**config.mk**
```make
export PLATFORM = sky130hd
export DESIGN_NAME = vector_adder_stage_flat
export DESIGN_NICKNAME = d
export VERILOG_FILES = /design/src/rtl/vector_adder_pkg.sv /design/src/rtl/vector_adder_if.sv /design/src/rtl/vector_adder_slice.sv /design/src/rtl/vector_adder_stage.sv /design/src/flat_wrapper.sv
export SDC_FILE = /design/constraint.sdc
export NUM_CORES = 1
export LEC_CHECK = 0
export CAP_MARGIN = 20
export CORE_ASPECT_RATIO = 1.4
export CORE_MARGIN = 2
export CORE_UTILIZATION = 53
export CTS_CLUSTER_SIZE = 25
export DETAILED_ROUTE_END_ITERATION = 12
export PLACE_DENSITY = 0.81
export SLEW_MARGIN = 0
export SYNTH_ARGS = -nofsm -noshare
export SYNTH_HDL_FRONTEND = slang
export SYNTH_SLANG_ARGS = --single-unit
```
**constraint.sdc**
```tcl
create_clock -name clk_i -period 17.6 [get_ports clk_i]
set_input_delay 3.52 -clock clk_i [delete_from_list [all_inputs] [get_ports clk_i]]
set_output_delay 3.52 -clock clk_i [all_outputs]
set_load 0.02 [all_outputs]
```
**src/rtl/vector_adder_pkg.sv**
```systemverilog
// Shared constants and types for the segmented 64-bit vector add/subtract stage.
package vector_adder_pkg;

  localparam int SLICE_W = 8;
  localparam int SLICE_N = 8;
  localparam int DATA_W  = SLICE_W * SLICE_N;

  localparam logic [1:0] SEL_INTERCONNECT = 2'b00;
  localparam logic [1:0] SEL_ADD          = 2'b01;
  localparam logic [1:0] SEL_SUB          = 2'b10;
  localparam logic [1:0] SEL_EXT_CARRY    = 2'b11;

  localparam logic [1:0] SEW_8  = 2'b00;
  localparam logic [1:0] SEW_16 = 2'b01;
  localparam logic [1:0] SEW_32 = 2'b10;
  localparam logic [1:0] SEW_64 = 2'b11;

  typedef struct packed {
    logic                   add_sub;
    logic [1:0]             vsew;
    logic [2*SLICE_N-1:0]   sel;
    logic [DATA_W-1:0]      op_a;
    logic [DATA_W-1:0]      op_b;
    logic [SLICE_N-1:0]     carry_mask;
  } beat_t;

  // Picks each element's top-slice carry; borrow is the inverted carry on subtract.
  function automatic logic [SLICE_N-1:0] gather_carry(input logic [SLICE_N-1:0] cout,
                                                      input logic [1:0] vsew,
                                                      input logic add_sub);
    logic [SLICE_N-1:0] c;
    logic [SLICE_N-1:0] g;
    c = cout ^ {SLICE_N{add_sub}};
    g = '0;
    case (vsew)
      SEW_8:   g = c;
      SEW_16:  for (int e = 0; e < 4; e++) g[e] = c[2*e+1];
      SEW_32:  begin g[0] = c[3]; g[1] = c[7]; end
      default: g[0] = c[7];
    endcase
    return g;
  endfunction

endpackage

```
**src/rtl/vector_adder_if.sv**
```systemverilog
// Operand/result bus of the vector adder stage; slave = datapath view, master = driver view.
interface vector_adder_if;
  import vector_adder_pkg::*;

  logic                 in_valid_i;
  logic                 in_ready_o;
  logic                 add_sub_i;
  logic [1:0]           vsew_i;
  logic [2*SLICE_N-1:0] sel_i;
  logic [DATA_W-1:0]    op_a_i;
  logic [DATA_W-1:0]    op_b_i;
  logic [SLICE_N-1:0]   carry_mask_i;
  logic                 out_valid_o;
  logic                 out_ready_i;
  logic [DATA_W-1:0]    result_o;
  logic [SLICE_N-1:0]   carry_o;

  modport slave (
    input  in_valid_i, add_sub_i, vsew_i, sel_i, op_a_i, op_b_i, carry_mask_i, out_ready_i,
    output in_ready_o, out_valid_o, result_o, carry_o
  );

  modport master (
    output in_valid_i, add_sub_i, vsew_i, sel_i, op_a_i, op_b_i, carry_mask_i, out_ready_i,
    input  in_ready_o, out_valid_o, result_o, carry_o
  );

endinterface

```
**src/rtl/vector_adder_slice.sv**
```systemverilog
// One 8-bit adder slice whose carry-in comes from a 2-bit carry-select code (combinational).
module adder_slice
  import vector_adder_pkg::*;
(
  input  logic [SLICE_W-1:0] a,
  input  logic [SLICE_W-1:0] b,
  input  logic               add_sub,
  input  logic [1:0]         sel,
  input  logic               cin_chain,
  input  logic               ext_bit,
  output logic [SLICE_W-1:0] sum,
  output logic               cout
);

  logic [SLICE_W-1:0] b_eff;
  logic               cin;

  always_comb begin
    b_eff = add_sub ? ~b : b;
    cin   = 1'b0;
    case (sel)
      SEL_INTERCONNECT: cin = cin_chain;
      SEL_ADD:          cin = 1'b0;
      SEL_SUB:          cin = 1'b1;
      default:          cin = ext_bit ^ add_sub;
    endcase
    {cout, sum} = {1'b0, a} + {1'b0, b_eff} + {{SLICE_W{1'b0}}, cin};
  end

endmodule

```
**src/rtl/vector_adder_stage.sv**
```systemverilog
// Two-stage segmented vector add/subtract: beat accepted at edge t is valid after edge t+1.
// Both stages advance only when the output is empty or being taken, so a stall freezes everything.
module vector_adder_stage
  import vector_adder_pkg::*;
(
  input  logic           clk_i,
  input  logic           rst_ni,
  vector_adder_if.slave  bus
);

  logic                 en;
  logic                 s1_valid_q, s1_valid_d;
  beat_t                s1_q, s1_d;
  logic                 out_valid_q, out_valid_d;
  logic [DATA_W-1:0]    result_q, result_d;
  logic [SLICE_N-1:0]   carry_q, carry_d;

  logic [DATA_W-1:0]    sum;
  logic [SLICE_N-1:0]   cout;
  logic [SLICE_N-1:0]   cin_chain;
  logic [SLICE_N-1:0]   ext_bit;

  assign en              = ~out_valid_q | bus.out_ready_i;
  assign bus.in_ready_o  = en;
  assign bus.out_valid_o = out_valid_q;
  assign bus.result_o    = result_q;
  assign bus.carry_o     = carry_q;

  assign cin_chain = {cout[SLICE_N-2:0], 1'b0};

  // Slice k belongs to element k >> vsew, which selects its v0 mask bit.
  always_comb begin
    ext_bit = '0;
    for (int k = 0; k < SLICE_N; k++) begin
      ext_bit[k] = s1_q.carry_mask[3'(k) >> s1_q.vsew];
    end
  end

  for (genvar k = 0; k < SLICE_N; k++) begin : g_slice
    adder_slice u_slice (
      .a         (s1_q.op_a[k*SLICE_W +: SLICE_W]),
      .b         (s1_q.op_b[k*SLICE_W +: SLICE_W]),
      .add_sub   (s1_q.add_sub),
      .sel       (s1_q.sel[2*k +: 2]),
      .cin_chain (cin_chain[k]),
      .ext_bit   (ext_bit[k]),
      .sum       (sum[k*SLICE_W +: SLICE_W]),
      .cout      (cout[k])
    );
  end

  always_comb begin
    s1_valid_d  = s1_valid_q;
    s1_d        = s1_q;
    out_valid_d = out_valid_q;
    result_d    = result_q;
    carry_d     = carry_q;
    if (en) begin
      s1_valid_d       = bus.in_valid_i;
      s1_d.add_sub     = bus.add_sub_i;
      s1_d.vsew        = bus.vsew_i;
      s1_d.sel         = bus.sel_i;
      s1_d.op_a        = bus.op_a_i;
      s1_d.op_b        = bus.op_b_i;
      s1_d.carry_mask  = bus.carry_mask_i;
      out_valid_d      = s1_valid_q;
      result_d         = sum;
      carry_d          = gather_carry(cout, s1_q.vsew, s1_q.add_sub);
    end
  end

  always_ff @(posedge clk_i or negedge rst_ni) begin
    if (!rst_ni) begin
      s1_valid_q  <= 1'b0;
      s1_q        <= '0;
      out_valid_q <= 1'b0;
      result_q    <= '0;
      carry_q     <= '0;
    end else begin
      s1_valid_q  <= s1_valid_d;
      s1_q        <= s1_d;
      out_valid_q <= out_valid_d;
      result_q    <= result_d;
      carry_q     <= carry_d;
    end
  end

endmodule
```
**src/flat_wrapper.sv**
```systemverilog
// flat-port wrapper written by rule: the top's interface ports become plain ports
module vector_adder_stage_flat import vector_adder_pkg::*;
  (clk_i, rst_ni, bus_in_valid_i, bus_add_sub_i, bus_vsew_i, bus_sel_i, bus_op_a_i, bus_op_b_i, bus_carry_mask_i, bus_out_ready_i, bus_in_ready_o, bus_out_valid_o, bus_result_o, bus_carry_o);
  vector_adder_if bus_i ();
  input  logic clk_i;
  input  logic rst_ni;
  input wire logic [$bits(bus_i.in_valid_i)-1:0] bus_in_valid_i;
  input wire logic [$bits(bus_i.add_sub_i)-1:0] bus_add_sub_i;
  input wire logic [$bits(bus_i.vsew_i)-1:0] bus_vsew_i;
  input wire logic [$bits(bus_i.sel_i)-1:0] bus_sel_i;
  input wire logic [$bits(bus_i.op_a_i)-1:0] bus_op_a_i;
  input wire logic [$bits(bus_i.op_b_i)-1:0] bus_op_b_i;
  input wire logic [$bits(bus_i.carry_mask_i)-1:0] bus_carry_mask_i;
  input wire logic [$bits(bus_i.out_ready_i)-1:0] bus_out_ready_i;
  output wire logic [$bits(bus_i.in_ready_o)-1:0] bus_in_ready_o;
  output wire logic [$bits(bus_i.out_valid_o)-1:0] bus_out_valid_o;
  output wire logic [$bits(bus_i.result_o)-1:0] bus_result_o;
  output wire logic [$bits(bus_i.carry_o)-1:0] bus_carry_o;
  assign bus_i.in_valid_i = bus_in_valid_i;
  assign bus_i.add_sub_i = bus_add_sub_i;
  assign bus_i.vsew_i = bus_vsew_i;
  assign bus_i.sel_i = bus_sel_i;
  assign bus_i.op_a_i = bus_op_a_i;
  assign bus_i.op_b_i = bus_op_b_i;
  assign bus_i.carry_mask_i = bus_carry_mask_i;
  assign bus_i.out_ready_i = bus_out_ready_i;
  assign bus_in_ready_o = bus_i.in_ready_o;
  assign bus_out_valid_o = bus_i.out_valid_o;
  assign bus_result_o = bus_i.result_o;
  assign bus_carry_o = bus_i.carry_o;
  vector_adder_stage u_core (.clk_i(clk_i), .rst_ni(rst_ni), .bus(bus_i));
endmodule
```
==> results of run 1 <==
layout make-up:
class	instances	area [sq um]
Antenna cell	1	2.502
Tap cell	301	376.6
Inverter	34	135.1
Clock buffer	33	653.1
Sequential cell	229	5734
Multi-Input combinational cell	1015	6082
Timing Repair Buffer	239	2412
Clock inverter	4	50.05
Fill cell	1824	7163
worst max path at each step:
stage / from / to / slack (ns) / cells past startpoint
detailed placement: u_core.s1_q[154] / u_core.bus.carry_o[1] / 2.34 / 69
global route: u_core.s1_q[154] / u_core.bus.carry_o[1] / 1.24 / 69
floorplan: u_core.s1_q[154] / u_core.bus.carry_o[1] / 3.99 / 72
CTS: u_core.s1_q[154] / u_core.bus.carry_o[1] / 2.26 / 69
finish: u_core.s1_q[154] / u_core.bus.carry_o[1] / 2.32 / 69
global placement: u_core.s1_q[154] / u_core.bus.carry_o[1] / 2.80 / 69
sequential cells by signal (all words and copies together) (netlist names):
| signal | cells |
|---|---|
| u_core.s1_q | 155 |
| u_core.bus.carry_o | 8 |
| u_core.bus.result_o | 64 |
| u_core.bus.out_valid_o | 1 |
| u_core.s1_valid_q | 1 |
metrics by stage:
step	hold slack, ns	setup WS [ns]
floorplan	0.4300	3.992
global placement	0.4439	2.797
detailed placement	0.4473	2.340
CTS	0.4607	2.265
global route	0.4832	1.243
finish	0.4544	2.317
tightest hold or removal path, stage by stage (launching register included):
cell and delay (ns):
dfrtp_1 0.33, nand2_1 0.05, nand2_1 0.05
synthesized netlist by cell type, types with 3 or more instances:
master | number | area share
nand2_1 | 464 | 0.14
dfrtp_1 | 229 | 0.47
xor2_1 | 83 | 0.060
nor2_1 | 73 | 0.022
a21oi_1 | 71 | 0.029
ha_1 | 60 | 0.061
clkbuf_1 | 36 | 0.011
xnor2_1 | 34 | 0.024
inv_1 | 33 | 0.010
o21ai_0 | 27 | 0.011
buf_2 | 26 | 0.011
o21ai_1 | 25 | 0.010
a21o_1 | 18 | 0.011
nand2b_1 | 18 | 0.0092
fa_1 | 16 | 0.026
nor2b_1 | 13 | 0.0067
nand3_1 | 7 | 0.0029
nor3_1 | 7 | 0.0029
a211oi_1 | 6 | 0.0037
mux4_2 | 6 | 0.011
a31o_1 | 5 | 0.0036
and3_1 | 5 | 0.0026
mux2i_1 | 5 | 0.0041
nand4b_1 | 5 | 0.0036
nor3b_1 | 5 | 0.0031
o21a_1 | 5 | 0.0031
o31ai_1 | 5 | 0.0031
or4b_1 | 5 | 0.0041
a221oi_1 | 4 | 0.0029
buf_1 | 4 | 0.0012
nor4b_1 | 4 | 0.0029
a21oi_2 | 3 | 0.0022
a22o_1 | 3 | 0.0022
a22oi_1 | 3 | 0.0018
a31oi_1 | 3 | 0.0015
o41ai_2 | 3 | 0.0040
or3_1 | 3 | 0.0015
where the power goes:
part / leakage [nW] / internal [mW] / total, mW / switching, mW
combinational: 4.31 / 0.432 / 0.929 / 0.497
clock: 0.338 / 0.270 / 0.468 / 0.198
sequential: 2.72 / 0.658 / 0.751 / 0.0938
total: 7.37 / 1.36 / 2.15 / 0.789
logic make-up after synthesis:
logic type	after synthesis	synth area share
adders and majority gates	76	0.08770
AOI/OAI and AO/OA	197	0.1021
xor gates and xnor gates	117	0.08391
and+or+nand+nor	612	0.2066
buffers and inverters	100	0.03340
muxes	13	0.01701
DFF	229	0.4692
routing by layer:
metal  vias up  part of all wire  GRT usage
met5         -                 0          0
met1      4685              0.38     0.2917
met3        85             0.057    0.04604
met4         0             0.044     0.1127
li1       4774                 -          -
met2       305              0.52     0.4435
==> results.toml, run 1 <==
[logic_synthesis]
syn_area_sq_um = 12210
ys_warn_count = 0
synth_nets = 1579
synth-edff-count = 0
synth-seq-cells = 229
asyncSetResetFlopFracSynth = 1.000
synthCells = 1344
ys_seq_area_frac = 0.4692
synth_cell_types = 55
avgSynthCellArea_sq_um = 9.087
synth_ff_type = "dfrtp_1"

[floorplan]
floorplan.initialDensity = 0.5402
design.die.area_sq_um = 24290
rows = 65
die_w_microns = 132.3
die_height_microns = 183.6
boundaryPins = 233
core_area_sq_um = 22610

[setup_path]
r2r_cells = 69
max_stage_delay_ns = 0.88
critPathBufInv = 0
cpLargestDelayFamily = "adder cells"
start_kind = "flip-flop"
worstPathMaxFanout = 41
arrival_ns = 15.69
worst-setup-path-type = "flip-flop to flip-flop"
crit_top_cell = "fa_1"
worst_ep_required_time_ns = 18.01
rr_endpoint = "u_core.bus.carry_o[1]"
crit_path_top_delay_cell = "dfrtp_4"
rr_startpoint = "u_core.s1_q[154]"
cp-end-kind = "flip-flop"
r2r_slack_ns = 2.32

[grt]
grt_pass1_wl_microns = 49140
antenna_found_initial = 1
grt_max_degree = 193
grt_pass1_vias = 10130
grt_usage = 0.2486
grt-ovfl-total = 0

[placed_design]
dp_hpwl_microns = 20480
io_buffers = 232
gp_congestion = 0.8160
dp_cells = 1817
postPlaceCellArea_sq_um = 14710

[status]
status = "complete, no violations"

[route]
wl_per_cell_microns = 16.09
drt_iter0_markers = 485
via_per_inst = 5.307
antenna_left = 0
drc = 0
dr.pass1.iters = 5
via_count = 9849
drt_wl_total_microns = 29860

[cts]
postCtsSetupRepairBufs = 0
tritoncts = "built"
clkSinkCount = 229
cts_max_level = 1
numCtsBuffers = 23
cts_root_buf = "clkbuf_16"
clkSlewWorstSetupHoldPaths_ns = 0.06
insertion_delay_ns = 0.51
holdBufCountCts = 0
clk_path_buf_depth = 3
post_cts_resized = 0

[finish]
final_common_cell = "nand2_1"
fin_area_sq_um = 15450
final_layout_size_suffix_gt1_frac = 0.03797
final_cells = 1856
final_cell_mix = "nand2_1, clkdlybuf4s50_1, dfrtp_1"
nets = 1777
area_growth_pct = 26.47
fin_util = 0.6832

[power]
p_leak_nw = 7.368
totalPowerFinal_mw = 2.149
power_density_nw_per_um2 = 139.1
ir_worst_vdd_mv = 0.1285

[worst_hold_path]
hold_path_class = "flip-flop to flip-flop"
min_path_cells = 2
worstHoldStart = "u_core.s1_valid_q"
whs_endpoint = "u_core.s1_valid_q"

[timing]
finalMaxSlewViolations = 0
skew_ns = 0.008838
period_share = 0.8683
fin_setup_tns_ns = 0
max_freq_mhz = 65.43
hold_viol_final = 0
rsz0062_at_grt = "no"
tightest_slew_ns = 1.083
relSlewSlack = 0.2778
setup_viol = 0
min_period_ns = 15.28

[job]
max-cap-violations = 0
Power figures use the tool's default switching activity.
==> run 2, diff against run 1 <==
--- a/config.mk
+++ b/config.mk
@@ -16,3 +16,4 @@
 export SYNTH_ARGS = -nofsm -noshare
 export SYNTH_HDL_FRONTEND = slang
 export SYNTH_SLANG_ARGS = --single-unit
+export TNS_END_PERCENT = 1
==> results of run 2 <==
The final DEF is identical to that of run 1; final timing and power are the same.
==> run 3, diff against run 2 <==
--- a/config.mk
+++ b/config.mk
@@ -8,10 +8,9 @@
 export CAP_MARGIN = 20
 export CORE_ASPECT_RATIO = 1.4
 export CORE_MARGIN = 2
-export CORE_UTILIZATION = 53
+export CORE_UTILIZATION = 30
 export CTS_CLUSTER_SIZE = 25
 export DETAILED_ROUTE_END_ITERATION = 12
-export PLACE_DENSITY = 0.81
 export SLEW_MARGIN = 0
 export SYNTH_ARGS = -nofsm -noshare
 export SYNTH_HDL_FRONTEND = slang
==> run 3 against run 2 <==
  * Critical path depth is the same
  * Clock-buffer cell count increased by 4
  * Sequential power increased by 0.5%
  * Critical path type unchanged
  * Critical endpoint unchanged
  * Largest cell class unchanged
==> results.toml, run 3 (synthesis results as in run 1) <==
[cts]
clkSlewWorstSetupHoldPaths_ns = 0.06
clkSinkCount = 229
cts_max_level = 1
holdBufCountCts = 0
post_cts_resized = 0
postCtsSetupRepairBufs = 0
clk_path_buf_depth = 3
tritoncts = "built"
cts_root_buf = "clkbuf_16"
insertion_delay_ns = 0.55
numCtsBuffers = 27

[route]
antenna_left = 0
dr.pass1.iters = 4
wl_per_cell_microns = 15.59
via_count = 9632
drt_iter0_markers = 367
drc = 0
via_per_inst = 4.584
drt_wl_total_microns = 32750

[timing]
max_freq_mhz = 64.22
min_period_ns = 15.57
finalMaxSlewViolations = 0
skew_ns = 0.01486
fin_setup_tns_ns = 0
period_share = 0.8848
tightest_slew_ns = 1.022
hold_viol_final = 0
setup_viol = 0
rsz0062_at_grt = "no"
relSlewSlack = 0.3185
setup_slack_ns = 2.027

[setup_path]
worst-setup-path-type = "flip-flop to flip-flop"
worstPathMaxFanout = 51
max_stage_delay_ns = 1.00
crit_top_cell = "fa_1"
arrival_ns = 16.02
worst_ep_required_time_ns = 18.05
cp-end-kind = "flip-flop"
crit_path_top_delay_cell = "dfrtp_4"
start_kind = "flip-flop"

[floorplan]
die_w_microns = 174.5
rows = 87
core_area_sq_um = 40280
design.die.area_sq_um = 42360
boundaryPins = 233
floorplan.initialDensity = 0.3032
die_height_microns = 242.7

[finish]
largest_reg_flops = 155
fill_cells = 4054
final_cells = 2101
nets = 1781
final_common_cell = "nand2_1"
fin_util = 0.3974
final_layout_size_suffix_gt1_frac = 0.04789
regMostFlops = "u_core.s1_q"
final_cell_mix = "nand2_1, clkdlybuf4s50_1, dfrtp_1"
area_growth_pct = 31.06

[grt]
grt_max_degree = 194
grt_pass1_wl_microns = 52950
grt_usage = 0.1541
grt-ovfl-total = 0
antenna_found_initial = 1
grt_pass1_vias = 10070

[power]
p_leak_nw = 7.511
swShare = 0.3581
pwr-share-comb = 0.402
cellInternalPower_mw = 1.479
seq_power_share = 0.328
p_sw_mw = 0.8249
clock_power_share = 0.270
power_density_nw_per_um2 = 143.9
ir_worst_vdd_mv = 0.08786

[job]
max-cap-violations = 0

[placed_design]
pre_cts_slack_ns = 1.885
gp_congestion = 0.7868
io_buffers = 232
dp_cells = 2051
dp_hpwl_microns = 23220

[status]
status = "complete, no violations"

[worst_hold_path]
hold_path_class = "flip-flop to flip-flop"
## run 3: cell count changes in the layout (fill, tap and decap cells not counted), sizes merged
| cell | previous run | this run |
|---|---|---|
| bufinv | 1 | 5 |
| clkbuf | 33 | 37 |
| clkinv | 1 | 5 |
| clkinvlp | 2 | 1 |
| inv | 34 | 35 |
## run 3: path summary, 6_finish.rpt
| kind | cells after the start | startpoint | to | slack [ns] |
|---|---|---|---|---|
| setup reg to reg | 69 | u_core.s1_q[154] | u_core.bus.carry_o[1] | 2.03 |
| min in group asynchronous | 1 | rst_ni | u_core.bus.result_o[34] | 2.96 |
| hold / removal | 2 | u_core.bus.result_o[20] | u_core.bus.result_o[20] | 0.47 |
| hold reg to reg | 2 | u_core.bus.result_o[20] | u_core.bus.result_o[20] | 0.47 |
| setup / recovery | 69 | u_core.s1_q[154] | u_core.bus.carry_o[1] | 2.03 |
| max in group asynchronous | 2 | rst_ni | u_core.s1_q[154] | 13.10 |
## run 3: power groups by stage
stage | Sequential [mW] | Clock [mW] | Combinational [mW]
finish | 0.755 | 0.621 | 0.927
global route | 0.772 | 0.660 | 1.03
CTS | 0.758 | 0.641 | 0.945
detailed placement | 0.765 | 0 | 0.940
global placement | 0.763 | 0 | 0.923
floorplan | 0.832 | 0 | 0.497
## run 3: through the flow
| step | total power, mW | instance area (sq um) | hold slack [ns] |
|---|---|---|---|
| after global routing | 2.459 | 16000 | 0.4955 |
| final | 2.303 | 16010 | 0.4696 |
| after CTS | 2.343 | 16000 | 0.4707 |
| after floorplan | 1.329 | 12210 | 0.4300 |
| after global placement | 1.686 | 15010 | 0.4505 |
| after detailed placement | 1.705 | 15010 | 0.4571 |
## run 3: cell type report
cell class / instances / area [sq um] / area share
clock buffers: 37 / 793.3 / 0.04956
clock inverters: 12 / 198.9 / 0.01243
multi-input cells: 1015 / 6082 / 0.3800
inverters: 34 / 135.1 / 0.008442
diodes: 1 / 2.502 / 0.0001563
well taps: 534 / 668.1 / 0.04174
repair buffers: 239 / 2392 / 0.1495
flip-flops and latches: 229 / 5734 / 0.3582
## run 3: metal layers
layer / routed length (microns) / up-vias / part of all wire / global-route usage
li1: - / 4785 / - / -
met1: 13610 / 4627 / 0.42 / 0.1830
met2: 16840 / 173 / 0.51 / 0.2819
met3: 1453 / 45 / 0.044 / 0.02647
met4: 828 / 2 / 0.025 / 0.04755
met5: 16 / - / 0.00049 / 0
## run 3: worst max-delay path, delay by kind of cell, from the launching register on
kind                     cells  cell delay [ns]
adder cells (fa/ha/maj)     16             6.79
flip-flops                   1             1.00
AND/OR/NAND/NOR             16             1.95
AO/OA/AOI/OAI               35             5.08
XOR/XNOR                     2             0.63
==> patch 1 (config.mk and constraints of run 2) <==
Change the package constant `SLICE_W` from 8 to 12.
--- a/src/rtl/vector_adder_pkg.sv
+++ b/src/rtl/vector_adder_pkg.sv
@@ -3,3 +3,3 @@
 
-  localparam int SLICE_W = 8;
+  localparam int SLICE_W = 12;
   localparam int SLICE_N = 8;
Ports: changed (resized bus_op_a_i, bus_op_b_i and bus_result_o); port bits go from 233 to 329. The function was not compared with the original's and may differ.
==> patch 1 against run 2 <==
Design area up 46%; via count up 52%; clock power up 66%; worst setup slack worse by 1.2 ns; final cell count up 50%; sequential share of layout area down 1.1 points; sequential cell count up 96; synthesized area up 45%; maximum frequency down 7.4%; wire length up 58%; synthesized cell count up 50%; count of clock-buffer cells in the layout up 14; power up 52%.
==> patch 1: results (changes against run 2) <==
number of antenna violations at the first check in global routing=5 (+4); Root Driver=clkbuf_16; worst slack, placed=-0.178 ns (-2.52 ns); DPL Wire Length=33.4 mm (+63%); placed cell areas=21300 µm² (+45%); Hold Path Sink=u_core.s1_q[206]; max reg flops=219 (+41%); CP Launch Point=u_core.s1_q[218]; Crit Path Max Fanout=6 (-85%); number of global-route vias before repair=15420 (+52%); CP max stage delay=0.52 ns (-0.36 ns); 1st-pass router iterations=5 (unchanged); worst vdd ir=0.0000997 V (-22%); gpl congestion=0.885 (+8.4%); met2 Resource Use GR=48.2% (+3.8 points); R2R cell count=74 (+7.2%); status=completed; synth cell count leaders=nand2_1, dfrtp_1, xor2_1; syn nets=2349 (+49%); Vias/cell=5.37 (+1.2%); gr usage total=27.3% (+2.4 points); crit path max-delay cell type=dfrtp_4; first-pass GRT wire length=75.5 mm (+54%); met1 Usage GRT=30.6% (+1.5 points); Starting DRT DRC Count=935 (+93%); IO buf count=328 (+41%); Inserted Clock Buffers=34 (+48%); max_slew headroom=34.7% (+7.0 points); Pleak=10.9 nW (+47%); Arr. time, crit path=16.88 ns (+1.19 ns); Final WS setup=1.09 ns (-1.23 ns); CP delay by family, top=compound AO/OA/AOI/OAI gates; RR Endpoint=u_core.bus.carry_o[3]; M3 GR Usage=5.64% (+1.0 points); H-Tree Depth=2 (+1); Routed wire per std cell=16.9 µm (+5.0%); final setup skew=0.0136 ns (+0.00473 ns); Netlist cell types=66 (+20%); layout cells sized above 1=4.88% (+1.1 points); min-delay src=u_core.s1_q[206]; Seq/Total Area, Yosys=46.1% (-0.84 points); dominant cells by area after synthesis=dfrtp_1, nand2_1, xor2_1; Nets=2640 (+49%); largest net degree at the start of global routing=200 (+3.6%); Clock Latency Late Sink=0.52 ns
patch 1: cell count changes in the layout (fill, tap and decap cells not counted), sizes merged, moves of 13 or more:
cell                  run 2  this run
a21oi                    74       104
clkbuf                   33        47
clkdlybuf4s50           231       327
dfrtp                   229       325
ha                       60        92
nand2                   464       737
nor2                     73        98
nor3                      7        35
o21ai                    53        76
or3                       3        16
xor2                     83       135
patch 1: repair_timing:
action	in CTS	in global routing
setup endpoints to repair	4	12
buffers inserted	0	4
gates resized for setup	3	16
pin swaps	0	2
patch 1: how the worst max path moves through the flow:
stage	end	depth (start not counted)
CTS	u_core.bus.carry_o[3]	73
finish	u_core.bus.carry_o[3]	74
floorplan	u_core.bus.carry_o[1]	73
detailed placement	u_core.bus.carry_o[3]	73
global placement	u_core.bus.carry_o[3]	73
global route	u_core.bus.carry_o[3]	74
patch 1: per-layer routing:
| layer | vias to the layer above | wire (µm) |
|---|---|---|
| li1 | 7221 | - |
| met1 | 7187 | 17700 |
| met2 | 404 | 24300 |
| met3 | 131 | 2580 |
| met4 | 2 | 2470 |
| met5 | - | 13 |
patch 1: tightest hold or removal path: cells and delay by family, from the launching register on:
family / cells / cell delay (ns)
flip-flops: 1 / 0.34
AND/OR/NAND/NOR: 2 / 0.10
patch 1: power breakdown:
| part | total (mW) | internal, mW | switching (mW) |
|---|---|---|---|
| clock network | 0.776 | 0.477 | 0.298 |
| logic | 1.43 | 0.646 | 0.783 |
| registers | 1.07 | 0.936 | 0.134 |
patch 1: final cells by class:
cell class	count	area [µm²]
Fill cell	2628	10400
Multi-Input combinational cell	1561	9080
Sequential cell	325	8140
Timing Repair Buffer	347	3450
Clock buffer	47	1010
Tap cell	445	557
Clock inverter	15	203
Inverter	40	158
Antenna cell	4	10.0
patch 1: per-stage QoR:
step	hold slack, ns	power, mW	std cells	TNS, ns
finish	0.466	3.27	2784	0
global route	0.501	3.48	2784	-0.116
CTS	0.464	3.27	2776	0
detailed placement	0.450	2.47	2714	-0.446
global placement	0.442	2.43	2714	0
floorplan	0.430	1.94	2018	0
patch 1: cell families after synthesis:
logic type | Yosys count | synth area share, %
XOR/XNOR | 166 | 8.24
flip-flops | 325 | 46.1
AO/OA/AOI/OAI | 306 | 11.0
adder cells (fa/ha/maj) | 108 | 8.34
buffers and inverters | 132 | 2.86
multiplexers | 16 | 1.37
AND/OR/NAND/NOR | 965 | 22.1
==> patch 2 (config.mk and constraints of run 2) <==
Without the edit above. `result_q` no longer has a reset.
--- a/src/rtl/vector_adder_stage.sv
+++ b/src/rtl/vector_adder_stage.sv
@@ -76,3 +76,2 @@
       out_valid_q <= 1'b0;
-      result_q    <= '0;
       carry_q     <= '0;
@@ -82,3 +81,2 @@
       out_valid_q <= out_valid_d;
-      result_q    <= result_d;
       carry_q     <= carry_d;
@@ -87,2 +85,6 @@
 
+  always_ff @(posedge clk_i) begin
+    result_q <= result_d;
+  end
+
 endmodule
Behaviour: differs if rst_ni is asserted again (counterexample within 4 cycles, from zero or initial values and one cycle with rst_ni low); with rst_ni held inactive, the same outputs for 4 cycles.
==> patch 2 against run 2 <==
Design area fell by 1.3%; sequential share of layout area increased by 2.6 points; worst setup slack improved by 0.082 ns; core utilization down 0.14 points; wire length decreased by 6.0%; power fell by 1.7%; synthesized area fell by 2.3%; sequential cell count did not move; clock power decreased by 0.9%; via count fell by 8.4%; largest power group unchanged.
==> patch 2: results (changes against run 2) <==
number of global-route vias before repair=9238 (-8.8%); FFs w/ async S/R, synth=72.1% (-28 points); max reg flops=155 (unchanged); H-Tree Depth=1 (unchanged); reg2reg start=u_core.s1_q[154]; first-pass GRT wire length=44.6 mm (-9.1%); YS warnings=0 (unchanged); Hold Path Class=reg2reg; worst vdd ir=0.0000818 V (-36%); Netlist cell types=55 (unchanged); Routed wire per std cell=15.9 µm (-1.3%); DPL Wire Length=19.9 mm (-2.7%); Sw Share=34.3% (-2.4 points); Nets=1682 (-5.3%); fill cell count=1720 (-5.7%); startpoint types=register; status=completed; Syn Inst Count=1232 (-8.3%); Clock Latency Late Sink=0.51 ns (about the same); Post-Synth XOR/XNOR Area=8.51% (+0.12 points); min-delay src=u_core.s1_q[84]; ANT nets after route=0 (unchanged); postcts setup bufs=0 (unchanged); Post-synth EDFFs=64 (+64); gpl congestion=0.838 (+2.7%); gr usage total=23.8% (-1.1 points); CP max stage delay=0.99 ns (+0.11 ns); Crit Path Max Fanout=54 (+32%); clock buffer depth=3 (unchanged); CTS clk-pin slew, worst paths=0.06 ns (about the same); syn nets=1467 (-7.1%); Root Driver=clkbuf_16; Inserted Clock Buffers=23 (unchanged); synth cell count leaders=nand2_1, dfrtp_1, xor2_1; Largest Register=u_core.s1_q; Starting DRT DRC Count=442 (-8.9%); 1st-pass router iterations=5 (unchanged); IO buf count=232 (unchanged); Comb pwr share=40.6% (-2.6 points); number of antenna violations at the first check in global routing=3 (+2); Seq pwr share=37.4% (+2.4 points); Pleak=7.13 nW (-3.3%); dominant cells by area after synthesis=dfrtp_1, edfxtp_1, nand2_1; mux contribution to synthesized area=2.79% (+1.1 points); layout cells sized above 1=3.90% (+0.099 points); fraction of the mapped netlist area in adder cells=8.98% (+0.21 points); post_cts resized=0 (unchanged); largest net degree at the start of global routing=99 (-49%); placed cell areas=14500 µm² (-1.5%); final setup skew=0.0100 ns (+0.00120 ns); Seq/Total Area, Yosys=50.7% (+3.8 points); Detailed Route WL=28.1 mm (-6.0%); Vias/cell=5.10 (-3.8%); max_slew headroom=35.5% (+7.7 points); Synth Area in Compound Gates=6.38% (-3.8 points)
==> patch 2: cell count changes in the layout (fill, tap and decap cells not counted), sizes merged, moves of 10 or more <==
cell and delta:
dfrtp -64, edfxtp +64, a21oi -51, nor2 -34, inv +20, a21o -11
o21ai -10, xor2 -10
==> patch 2: cell type report <==
type / count / area [µm²] / area share [%]
diodes: 3 / 7.51 / 0.0492
repair buffers: 239 / 2400 / 15.7
clock inverters: 7 / 36.3 / 0.238
clock buffers: 34 / 678 / 4.45
inverters: 53 / 206 / 1.35
flip-flops and latches: 229 / 6050 / 39.7
well taps: 301 / 377 / 2.47
multi-input cells: 901 / 5490 / 36.0
==> patch 2: stage by stage <==
stage,power [mW],setup WS [ns],hold WS (ns)
final,2.11,2.40,0.470
after global routing,2.24,1.27,0.486
after CTS,2.13,2.28,0.470
after detailed placement,1.65,2.40,0.456
after global placement,1.63,2.84,0.442
after floorplan,1.32,3.99,0.430
==> patch 2: metal layers <==
layer  GRT usage, %  wire (µm)  up-vias
li1               -          -     4432
met1           27.1      10400     4290
met2           42.8      15000      223
met3           3.77       1320       75
met4           11.3       1340        0
met5              0          0        -
==> patch 2: worst paths after layout <==
check                      slack, ns               endpoint  cells after the start
min                             0.47        u_core.s1_q[84]                      2
max reg2reg                     2.40  u_core.bus.carry_o[1]                     63
min in group asynchronous       3.06        u_core.s1_q[51]                      1
max in group asynchronous      13.33        u_core.s1_q[19]                      3
min reg2reg                     0.47        u_core.s1_q[84]                      2
max                             2.40  u_core.bus.carry_o[1]                     63
==> patch 2: worst max-delay path: cells and delay by family, from the launching register on <==
kind                       cells  cell delay (ns)
adders and majority gates     16             6.72
AOI/OAI and AO/OA             28             4.76
and+or+nand+nor               18             2.46
DFF                            1             0.99
xor gates and xnor gates       1             0.16
